[src/rtl/moore_seq_gen.sv]
// moore_seq_gen: serial bit-stream generator. It loads a WIDTH-bit pattern and
// shifts it out MSB-first, one bit per clock. The pattern is sent
// repeat_cnt+1 times back-to-back, and then a one-cycle done pulse follows.
// This block drives the serial input of the moore sequence detector.
//
// Optional feature: define PARITY_EN to append one even-parity bit (^pattern)
// after every pass.
//
// Parameters:
//   WIDTH  pattern length in bits (>= 2)
//   CNT_W  width of repeat_cnt; up to 2**CNT_W passes
// Ports:
//   i_clk         rising-edge clock
//   i_rst         synchronous active-high reset
//   i_start       request a job; sampled only while idle
//   i_pattern     pattern, captured on the accept edge
//   i_repeat_cnt  extra passes (passes sent = i_repeat_cnt + 1)
//   o_out         registered serial data bit
//   o_out_valid   high while o_out carries a pattern or parity bit
//   o_busy        high from the accept edge until the return to idle
//   o_done        one-cycle pulse after the last bit of the job
module moore_seq_gen #(
  parameter int unsigned WIDTH = 8,
  parameter int unsigned CNT_W = 4
) (
  input  logic             i_clk,
  input  logic             i_rst,
  input  logic             i_start,
  input  logic [WIDTH-1:0] i_pattern,
  input  logic [CNT_W-1:0] i_repeat_cnt,
  output logic             o_out,
  output logic             o_out_valid,
  output logic             o_busy,
  output logic             o_done
);

  localparam int unsigned BitW = (WIDTH > 1) ? $clog2(WIDTH) : 1;
  localparam logic [BitW-1:0] LastBit = BitW'(WIDTH - 1);

  typedef enum logic [1:0] {
    StIdle  = 2'd0,
    StShift = 2'd1,
`ifdef PARITY_EN
    StPar   = 2'd2,
`endif
    StDone  = 2'd3
  } state_e;

  state_e           r_state, w_state_d;
  logic [WIDTH-1:0] r_pat, w_pat_d;
  logic [WIDTH-1:0] r_shift, w_shift_d;
  logic [BitW-1:0]  r_bit_cnt, w_bit_cnt_d;
  logic [CNT_W-1:0] r_pass, w_pass_d;
  logic             r_out, w_out_d;
  logic             r_valid, w_valid_d;
  logic             r_busy, w_busy_d;
  logic             r_done, w_done_d;
  logic             w_end_pass;

  always_comb begin
    w_state_d   = r_state;
    w_pat_d     = r_pat;
    w_shift_d   = r_shift;
    w_bit_cnt_d = r_bit_cnt;
    w_pass_d    = r_pass;
    w_out_d     = 1'b0;
    w_valid_d   = 1'b0;
    w_busy_d    = 1'b0;
    w_done_d    = 1'b0;
    w_end_pass  = 1'b0;

    unique case (r_state)
      StIdle: begin
        if (i_start) begin
          w_pat_d     = i_pattern;
          w_shift_d   = i_pattern;
          w_bit_cnt_d = '0;
          w_pass_d    = i_repeat_cnt;
          w_out_d     = i_pattern[WIDTH-1];
          w_valid_d   = 1'b1;
          w_busy_d    = 1'b1;
          w_state_d   = StShift;
        end
      end
      StShift: begin
        if (r_bit_cnt == LastBit) begin
`ifdef PARITY_EN
          w_state_d = StPar;
          w_out_d   = ^r_pat;
          w_valid_d = 1'b1;
          w_busy_d  = 1'b1;
`else
          w_end_pass = 1'b1;
`endif
        end else begin
          // r_shift[WIDTH-1] is the bit on o_out now; the next one sits below it.
          w_shift_d   = {r_shift[WIDTH-2:0], 1'b0};
          w_bit_cnt_d = r_bit_cnt + 1'b1;
          w_out_d     = r_shift[WIDTH-2];
          w_valid_d   = 1'b1;
          w_busy_d    = 1'b1;
        end
      end
`ifdef PARITY_EN
      StPar: w_end_pass = 1'b1;
`endif
      StDone: w_state_d = StIdle;
      default: w_state_d = StIdle;
    endcase

    // End of pass: reload without a bubble if passes remain, otherwise finish.
    if (w_end_pass) begin
      w_busy_d = 1'b1;
      if (r_pass != '0) begin
        w_pass_d    = r_pass - 1'b1;
        w_shift_d   = r_pat;
        w_bit_cnt_d = '0;
        w_out_d     = r_pat[WIDTH-1];
        w_valid_d   = 1'b1;
        w_state_d   = StShift;
      end else begin
        w_done_d  = 1'b1;
        w_state_d = StDone;
      end
    end
  end

  always_ff @(posedge i_clk) begin
    if (i_rst) begin
      r_state   <= StIdle;
      r_pat     <= '0;
      r_shift   <= '0;
      r_bit_cnt <= '0;
      r_pass    <= '0;
      r_out     <= 1'b0;
      r_valid   <= 1'b0;
      r_busy    <= 1'b0;
      r_done    <= 1'b0;
    end else begin
      r_state   <= w_state_d;
      r_pat     <= w_pat_d;
      r_shift   <= w_shift_d;
      r_bit_cnt <= w_bit_cnt_d;
      r_pass    <= w_pass_d;
      r_out     <= w_out_d;
      r_valid   <= w_valid_d;
      r_busy    <= w_busy_d;
      r_done    <= w_done_d;
    end
  end

  assign o_out       = r_out;
  assign o_out_valid = r_valid;
  assign o_busy      = r_busy;
  assign o_done      = r_done;

endmodule

[config.mk]
export PLATFORM = sky130hd
export DESIGN_NAME = moore_seq_gen
export DESIGN_NICKNAME = d
export VERILOG_FILES = /design/src/rtl/moore_seq_gen.sv
export SDC_FILE = /design/constraint.sdc
export NUM_CORES = 1
export LEC_CHECK = 0
export CAP_MARGIN = 40
export CELL_PAD_IN_SITES_DETAIL_PLACEMENT = 0
export CELL_PAD_IN_SITES_GLOBAL_PLACEMENT = 1
export CORE_MARGIN = 1
export CORE_UTILIZATION = 35
export DETAILED_ROUTE_END_ITERATION = 10
export MAX_ROUTING_LAYER = met4
export PLACE_DENSITY_LB_ADDON = 0.3
export SLEW_MARGIN = 40
export SYNTH_ARGS = -nofsm -noshare
export SYNTH_HDL_FRONTEND = slang
export SYNTH_SLANG_ARGS = --single-unit
[constraint.sdc]
create_clock -name i_clk -period 1.6 [get_ports i_clk]
set_input_delay 0.24 -clock i_clk [delete_from_list [all_inputs] [get_ports i_clk]]
set_output_delay 0.24 -clock i_clk [all_outputs]
set_load 0.02 [all_outputs]
==> summary.log, run 1 <==
qor: min_path.worst_hold_startpoint i_pattern[7]
qor: worst_setup_path.crit-reg2reg-capture r_shift[3]$_SDFF_PP0_
qor: floorplanning.die_width 61.22 um
qor: synth.synth_flop_cell sky130_fd_sc_hd__dfxtp_1
qor: floorplanning.fp.dieArea 3748 um2
qor: flow_run.max_cap_violations 0
qor: worst_setup_path.reg2reg_from r_pass[0]$_SDFF_PP0_
qor: pwr.internal_power_component 1.146 mW
qor: worst_setup_path.criticalPathCategory register to register
qor: synth.synthesis.area 1227 um2
qor: global_route.number_of_antenna_violations_at_the_first_check_in_global_routing 0
qor: timing.slew_headroom 77.73%
qor: timing.grt_setup_unrepaired yes
qor: min_path.hold_path_depth 3
qor: worst_setup_path.setup.worst_path.end_class register
qor: worst_setup_path.start_kind register
qor: synth.synth-seq-cells 28
qor: placement.postPlaceCellArea 1657 um2
qor: placement.number_of_buffers_inserted_by_port_buffering 18
qor: worst_setup_path.crit_fanout 4
qor: worst_setup_path.required_time_of_the_worst_setup_path 1.84 ns
qor: synth.synth_top_cells_by_area sky130_fd_sc_hd__dfxtp_1 (46%), sky130_fd_sc_hd__a21oi_1 (6.9%), sky130_fd_sc_hd__nand2_1 (6.7%), sky130_fd_sc_hd__nor3_1 (2.9%), sky130_fd_sc_hd__nor2_1 (2.8%)
qor: synth.cell_with_the_most_instances_after_synthesis sky130_fd_sc_hd__dfxtp_1
qor: final_layout.antennaDiodeCount 0
qor: global_route.grt_pass1_vias 1,108
qor: pwr.p_sw_share 24.03%
qor: synth.syn-instance-count 135
qor: clock_network.cts.sink_count 28
qor: worst_setup_path.ff_to_ff_setup_slack 0.01 ns
qor: timing.final_count_of_hold_timing_violations 0
qor: status.run_status completed
qor: clock_network.cts-root-buf sky130_fd_sc_hd__clkbuf_4
qor: min_path.hold_class input pin to register
qor: timing.worst_slack 0.01390 ns
qor: routing.via_count 1,171
qor: global_route.track_usage 18.98%
qor: clock_network.tritoncts yes
qor: routing.number_of_drc_markers_in_iteration_0 49
qor: floorplanning.rows 21
qor: placement.place.gp.congestion 0.7874
qor: final_layout.layout-area-overhead-vs-synth 46.99%
qor: placement.detailed_place_hpwl 2.161 mm
qor: synth.number_of_flops_mapped_to_enable_cells_by_yosys 0
qor: worst_setup_path.worst_ep_arrival_time 1.82 ns
qor: global_route.grt_pass1_wl 5.064 mm
qor: routing.drc 0
qor: clock_network.clk_transition_reported_paths 0.16 ns
qor: synth.yosys_warnings 0
qor: timing.tightest_slew 0.3341 ns
qor: routing.routed_wl 2.995 mm
qor: timing.time_the_worst_path_needs_with_i_o_delays_and_setup 1.586 ns
qor: pwr.ir_drop 0.3615 mV
qor: global_route.grt_start_max_net_pins 18
qor: synth.post_synth.cell_area_avg 9.092 um2
qor: timing.final.period_utilization 99.13%
qor: clock_network.cts-htree-levels 1
qor: timing.fmaxAchievable 630.5 MHz
qor: floorplanning.top_level_ports 19
qor: pwr.power.static_leakage 0.7112 nW
qor: routing.post_drt_wl_per_cell 13.08 um
qor: timing.report.final.setup_viol 0
qor: synth.synth_common_cells sky130_fd_sc_hd__dfxtp_1 (28), sky130_fd_sc_hd__nand2_1 (22), sky130_fd_sc_hd__a21oi_1 (17), sky130_fd_sc_hd__nor2_1 (9), sky130_fd_sc_hd__nor3_1 (7)
qor: floorplanning.initial_utilization 36.78%
qor: synth.yosys.area.top_type_share 45.67%
qor: worst_setup_path.timing.reg2reg.worst_path_depth 8
qor: floorplanning.die_height 61.22 um
qor: clock_network.cts-buffers-inserted 3
qor: routing.drt-pass1-iter-count 4
qor: timing.fin_worst_skew 0.003350 ns
qor: clock_network.clock_latency 0.33 ns
qor: pwr.power_density_over_the_cells 836.2 nW/um2
qor: final_layout.num-nets-final 201
qor: min_path.timing.hold.worst_endpoint r_pat[7]$_SDFFE_PP0N_
qor: final_layout.layout-drive-gt1-share 31.15%
qor: clock_network.clock_path_buffers 2
qor: synth.synth.distinct_cells 38
qor: final_layout.postLayoutCellArea 1804 um2
qor: timing.setup_total_negative_slack 0 ns
qor: pwr.fin_total_pwr 1.509 mW
qor: synth.synth_area_leader_cell sky130_fd_sc_hd__dfxtp_1
qor: synth.synth_async_sr_flop_share 0%
qor: pwr.combinationalPowerShare 18.3%
qor: timing.final-max-slew-violation-count 0
qor: global_route.globalRoute.totalOverflow 0
qor: pwr.share_seq_of_total_power 50.7%
qor: routing.via_per_inst 5.114
qor: pwr.net-switching-power 0.3626 mW
qor: placement.pre_cts_ws -0.1537 ns
qor: pwr.clock_power_share 31.0%
qor: synth.postSynthNetCount 152
qor: worst_setup_path.critPathLaunch r_pass[0]$_SDFF_PP0_
qor: synth.synth_seq_area_share 45.67%
qor: routing.drt.antenna.violating_nets 0
qor: floorplanning.design.core.area 3337 um2
[metrics by stage]
| step | std cells | hold slack, ns | utilization [%] |
|---|---|---|---|
| 2_1_floorplan | 135 | 0.3760 | - |
| 3_3_place_gp | 221 | 0.4445 | 49.64 |
| 3_5_place_dp | 221 | 0.4473 | 49.64 |
| 4_1_cts | 225 | 0.4622 | 51.67 |
| 5_1_grt | 229 | 0.4639 | 54.07 |
| 6_report | 229 | 0.4638 | 54.07 |
[critical path: stages (launching register included)]
cell and delay, ns:
sky130_fd_sc_hd__dfxtp_2 0.37, sky130_fd_sc_hd__inv_2 0.05, sky130_fd_sc_hd__ha_4 0.15, sky130_fd_sc_hd__nor3b_4 0.14, sky130_fd_sc_hd__buf_6 0.14, sky130_fd_sc_hd__buf_6 0.11
sky130_fd_sc_hd__o21bai_4 0.16, sky130_fd_sc_hd__nor2_4 0.07, sky130_fd_sc_hd__a221o_1 0.31
[final cells by class]
cell class,count,area (um2)
sequential,28,566.8
timing repair buffer,50,444.2
fill,332,1533
clock inverter,1,30.03
multi-input combinational,98,671.9
tap,46,57.56
inverter,3,11.26
clock buffer,3,22.52
[cell families after synthesis]
logic type	count (synthesis)	synth area share (%)
buf+inv	9	3.465
mux	1	0.8155
flops	28	45.67
compound gates	42	24.36
fa+ha+maj	2	2.038
simple gates	53	23.65
[timing repair]
item / in CTS / in global routing
resized for setup: 6 / 13
hold buffers: 0 / 0
pin swaps: 2 / 9
buffers inserted: 0 / 4
endpoints found under the setup margin: 7 / 10
[layer usage]
layer	global-route usage, %	up-vias	routed length [um]	share of wire, %
met5	-	-	0	0
met4	4.545	0	17	0.57
met3	3.151	2	106	3.5
met2	30.90	20	1498	50
met1	24.58	558	1374	46
li1	-	591	-	-
[power groups by stage]
stage               logic (mW)  clock network [mW]  registers (mW)
global placement         0.240                   0           0.774
finish                   0.276               0.468           0.765
detailed placement       0.247                   0           0.775
CTS                      0.251               0.480           0.761
floorplan                0.124                   0           0.773
global route             0.303               0.512           0.770
[cell usage in the layout (no fill, tap or decap), drive strengths merged]
cell,count
nor3,8
a211oi,4
nor3b,2
and2,1
o31a,1
or3b,2
nor2,11
o211ai,1
buf,32
o21ai,5
a21oi,17
nor4b,1
a22oi,1
o21bai,1
a21o,1
nand3,3
nand2,22
mux2i,1
clkbuf,3
o2bb2ai,2
dfxtp,28
nor4,1
a222oi,2
a221o,3
nor2b,1
a21boi,1
inv,3
ha,2
a221oi,1
bufinv,1
a311oi,1
nand4b,1
a311o,1
clkdlybuf4s50,18
[sequential cells by signal (all words and copies together) (netlist names)]
register / flops
r_pat: 8
r_shift: 7
r_pass: 4
r_bit_cnt: 3
r_state: 2
o_busy: 1
o_done: 1
o_out: 1
o_out_valid: 1
[worst max path at each step]
stage,end,slack (ns),cells after the start
2_1_floorplan,r_shift[1]$_SDFF_PP0_,0.04,5
3_3_place_gp,r_shift[3]$_SDFF_PP0_,-0.12,5
3_5_place_dp,r_shift[6]$_SDFF_PP0_,-0.15,5
4_1_cts,r_shift[5]$_SDFF_PP0_,0.01,8
5_1_grt,r_shift[2]$_SDFF_PP0_,-0.04,8
6_report,r_shift[3]$_SDFF_PP0_,0.01,8
No activity file was read; power rests on OpenSTA's default activity.
==> inputs of run 2 (changes only) <==
ABC_AREA = 1   (was not set)
CORE_UTILIZATION = 34   (was 35)
SETUP_SLACK_MARGIN = 0.02   (was not set)
==> run 2 against run 1 <==
Utilization shrank 9.2 points. Clock skew grew 0.0023 ns. Worst hold slack better by 0.0032 ns. Cell count up 13%. Total power is 6.0% higher. Clock power up 20%. First-iteration DRC count fell by 6.1%. Register-to-register slack better by 0.20 ns. Synthesized area rose by 11%. Largest cell class unchanged. Highest routed layer unchanged.
==> summary.log, run 2 <==
qor: floorplanning.die_width 65.42 um [+6.9%]
qor: synth.synth_common_cells sky130_fd_sc_hd__nand2_1 (53), sky130_fd_sc_hd__dfxtp_1 (28), sky130_fd_sc_hd__nor2_1 (16), sky130_fd_sc_hd__a21oi_1 (15)
qor: routing.number_of_drc_markers_in_iteration_0 46 [-6.1%]
qor: min_path.timing.hold.worst_endpoint r_pat[1]$_SDFFE_PP0N_
qor: pwr.ir_drop 0.5277 mV [+46%]
qor: worst_setup_path.worst_ep_arrival_time 1.19 ns [-0.63 ns]
qor: worst_setup_path.setup.worst_path.end_class output pin
qor: clock_network.clk_transition_reported_paths 0.10 ns [-0.06 ns]
qor: synth.yosys.area.top_type_share 40.99% [-4.7 points]
qor: worst_setup_path.slowest_cell_delay_on_critical_path 0.59 ns [+0.22 ns]
qor: floorplanning.design.core.area 3771 um2 [+13%]
qor: pwr.share_seq_of_total_power 47.9% [-2.8 points]
qor: global_route.grt_start_max_net_pins 17 [-1]
qor: routing.via_per_inst 4.876 [-4.6%]
qor: synth.synth-seq-cells 28 [unchanged]
qor: routing.via_count 1,263 [+7.9%]
qor: global_route.track_usage 18.00% [-0.98 points]
qor: routing.drc 0 [unchanged]
qor: flow_run.max_cap_violations 0 [unchanged]
qor: routing.drt-pass1-iter-count 4 [unchanged]
qor: clock_network.cts-buffers-inserted 3 [unchanged]
qor: synth.synth_flop_cell sky130_fd_sc_hd__dfxtp_1
qor: floorplanning.initial_utilization 36.26% [-0.52 points]
qor: synth.yosys_warnings 0 [unchanged]
qor: pwr.net-switching-power 0.4104 mW [+13%]
qor: placement.place.gp.congestion 0.7728 [-1.9%]
qor: worst_setup_path.ff_to_ff_setup_slack 0.21 ns [+0.20 ns]
qor: timing.slew_headroom 65.94% [-12 points]
qor: global_route.grt_pass1_wl 5.664 mm [+12%]
qor: worst_setup_path.reg2reg_from r_pass[0]$_SDFF_PP0_
qor: clock_network.clock_path_buffers 2 [unchanged]
qor: synth.postSynthNetCount 207 [+36%]
qor: global_route.grt_pass1_vias 1,220 [+10%]
qor: worst_setup_path.criticalPathCategory register to output pin
qor: final_layout.num-nets-final 229 [+14%]
qor: routing.drt.antenna.violating_nets 0 [unchanged]
qor: timing.fin_worst_skew 0.005624 ns [+0.002274 ns]
qor: floorplanning.die_height 65.42 um [+6.9%]
qor: pwr.power.static_leakage 0.7805 nW [+9.7%]
qor: clock_network.clock_latency 0.28 ns [-0.05 ns]
qor: clock_network.cts.sink_count 28 [unchanged]
qor: worst_setup_path.required_time_of_the_worst_setup_path 1.36 ns [-0.48 ns]
qor: min_path.hold_class register to register
qor: worst_setup_path.start_kind register
qor: worst_setup_path.critPathTopFamily buffers and inverters
qor: timing.tightest_slew 0.5104 ns [+0.1763 ns]
qor: synth.synth_area_leader_cell sky130_fd_sc_hd__dfxtp_1
qor: final_layout.most_common_cell_after_layout_fill_and_taps_aside sky130_fd_sc_hd__nand2_1
qor: pwr.clock_power_share 35.1% [+4.1 points]
qor: pwr.combinationalPowerShare 17.0% [-1.3 points]
qor: routing.routed_wl 3.101 mm [+3.5%]
qor: worst_setup_path.crit-reg2reg-capture o_out$_SDFF_PP0_
qor: synth.number_of_flops_mapped_to_enable_cells_by_yosys 0 [unchanged]
qor: worst_setup_path.critPathLaunch o_out_valid$_SDFF_PP0_
qor: timing.fmaxAchievable 698.2 MHz [+11%]
qor: synth.synth_seq_area_share 40.99% [-4.7 points]
qor: pwr.internal_power_component 1.189 mW [+3.7%]
qor: synth.synth.distinct_cells 26 [-32%]
qor: pwr.p_sw_share 25.66% [+1.6 points]
qor: final_layout.antennaDiodeCount 0 [unchanged]
qor: global_route.globalRoute.totalOverflow 0 [unchanged]
qor: worst_setup_path.worstPathCellList clkdlybuf4s50_1
qor: synth.synthesis.area 1368 um2 [+11%]
qor: synth.syn-instance-count 190 [+41%]
qor: synth.synth_async_sr_flop_share 0% [unchanged]
qor: timing.final_count_of_hold_timing_violations 0 [unchanged]
qor: clock_network.cts-htree-levels 1 [unchanged]
qor: synth.cell_with_the_most_instances_after_synthesis sky130_fd_sc_hd__nand2_1
qor: final_layout.layout.cells.most_common_list sky130_fd_sc_hd__nand2_1 (53), sky130_fd_sc_hd__dfxtp_1 (28), sky130_fd_sc_hd__clkdlybuf4s50_1 (18), sky130_fd_sc_hd__nor2_1 (16), sky130_fd_sc_hd__a21oi_1 (15)
qor: timing.grt_setup_unrepaired no
qor: final_layout.layout-area-overhead-vs-synth 23.70%
qor: final_layout.largest_register r_pat
qor: timing.report.final.setup_viol 0 [unchanged]
qor: floorplanning.rows 22 [+4.8%]
qor: final_layout.largest_registers r_pat (8), r_shift (7), r_pass (4)
qor: synth.synth_top_cells_by_area sky130_fd_sc_hd__dfxtp_1 (41%), sky130_fd_sc_hd__nand2_1 (15%), sky130_fd_sc_hd__a21oi_1 (5.5%), sky130_fd_sc_hd__nand3_1 (5.1%), sky130_fd_sc_hd__nand4_1 (4.6%)
qor: final_layout.largest_reg_flops 8 [unchanged]
qor: timing.final-max-slew-violation-count 0 [unchanged]
qor: routing.post_drt_wl_per_cell 11.97 um [-8.5%]
qor: floorplanning.fp.dieArea 4280 um2 [+14%]
qor: timing.final.period_utilization 89.52% [-9.6 points]
qor: worst_setup_path.crit_fanout 1 [-3]
qor: min_path.hold_path_depth 2 [-1]
qor: global_route.number_of_antenna_violations_at_the_first_check_in_global_routing 0 [unchanged]
qor: floorplanning.top_level_ports 19 [unchanged]
qor: pwr.power_density_over_the_cells 945.4 nW/um2 [+13%]
qor: placement.detailed_place_hpwl 2.288 mm [+5.9%]
qor: synth.post_synth.cell_area_avg 7.198 um2 [-21%]
qor: final_layout.layout-drive-gt1-share 12.32% [-19 points]
qor: min_path.worst_hold_startpoint r_pat[1]$_SDFFE_PP0N_
qor: placement.number_of_buffers_inserted_by_port_buffering 18 [unchanged]
qor: final_layout.finish.utilization 44.86% [-9.2 points]
qor: worst_setup_path.timing.reg2reg.worst_path_depth 7 [-1]
qor: clock_network.tritoncts yes
qor: worst_setup_path.cp_slowest_cell sky130_fd_sc_hd__clkdlybuf4s50_1
qor: worst_setup_path.crit_path_buffers_inverters 1 [-2]
qor: timing.time_the_worst_path_needs_with_i_o_delays_and_setup 1.432 ns [-0.1538 ns]
qor: timing.setup_total_negative_slack 0 ns [unchanged]
qor: status.run_status completed
qor: clock_network.cts-root-buf sky130_fd_sc_hd__clkbuf_8
## run 2: layer usage
metal / wire [um] / track usage [%]
met1: 1581 / 23.29
met4: 46 / 7.065
met5: 0 / -
met3: 85 / 2.604
met2: 1387 / 28.22
## run 2: per-stage QoR
stage                     worst slack [ns]  instances  total power, mW  hold slack, ns  area (um2)
after floorplan                     0.3728        190           0.9563          0.3828        1368
after global placement              0.1503        255            1.046          0.4497        1608
after detailed placement            0.1241        255            1.049          0.4520        1608
after CTS                           0.1117        259            1.614          0.4677        1679
after global routing               0.07056        259            1.696          0.4977        1692
final                               0.1677        259            1.599          0.4670        1692
## run 2: what timing repair did
| action | in CTS | in global routing |
|---|---|---|
| hold buffers | 0 | 0 |
| setup buffers | 0 | 0 |
| resized for setup | 0 | 2 |
| endpoints found under the setup margin | 0 | 4 |
## run 2: logic make-up (layout without fill, tap and decap cells)
logic type	count (synthesis)	after routing	share of synthesized area (%)
DFF	28	28	40.99
AOI/OAI and AO/OA	26	26	9.515
buffers and inverters	25	46	7.959
xor gates and xnor gates	1	1	0.6406
and+or+nand+nor	108	108	39.07
adders and majority gates	2	2	1.830
## run 2: worst register-to-register path: stages, from the launching register on
cell and delay (ns):
sky130_fd_sc_hd__dfxtp_1 0.34, sky130_fd_sc_hd__inv_1 0.07, sky130_fd_sc_hd__ha_1 0.26, sky130_fd_sc_hd__nand3_4 0.21
sky130_fd_sc_hd__inv_1 0.09, sky130_fd_sc_hd__nor2_2 0.15, sky130_fd_sc_hd__nand2_1 0.07, sky130_fd_sc_hd__a21oi_1 0.14
## run 2: area by class of cell
class / instances / area, um2
Tap cell: 48 / 60.06
Multi-Input combinational cell: 137 / 710.7
Clock buffer: 3 / 41.29
Inverter: 19 / 71.32
Fill cell: 396 / 2079
Sequential cell: 28 / 560.5
Timing Repair Buffer: 23 / 217.7
Clock inverter: 1 / 30.03
## run 2: power by group through the flow
stage / Sequential [mW] / Clock (mW) / Combinational, mW
3_3_place_gp: 0.781 / 0 / 0.265
4_1_cts: 0.766 / 0.580 / 0.268
2_1_floorplan: 0.779 / 0 / 0.178
3_5_place_dp: 0.782 / 0 / 0.267
6_report: 0.767 / 0.561 / 0.271
5_1_grt: 0.773 / 0.615 / 0.308
## run 2: worst max-delay path by stage
stage                       endpoint  slack (ns)  cells after the start
3_5_place_dp   r_shift[6]$_SDFF_PP0_        0.12                      7
5_1_grt             o_out$_SDFF_PP0_        0.07                      7
4_1_cts        r_shift[0]$_SDFF_PP0_        0.11                      6
6_report                 o_out_valid        0.17                      1
2_1_floorplan       o_out$_SDFF_PP0_        0.37                      7
3_3_place_gp   r_shift[0]$_SDFF_PP0_        0.15                      4
==> inputs of run 3 (changes only) <==
GPL_ROUTABILITY_DRIVEN = 1   (was not set)
==> results of run 3 <==
Same layout as run 2: the final DEF is identical, and so are final timing and power.
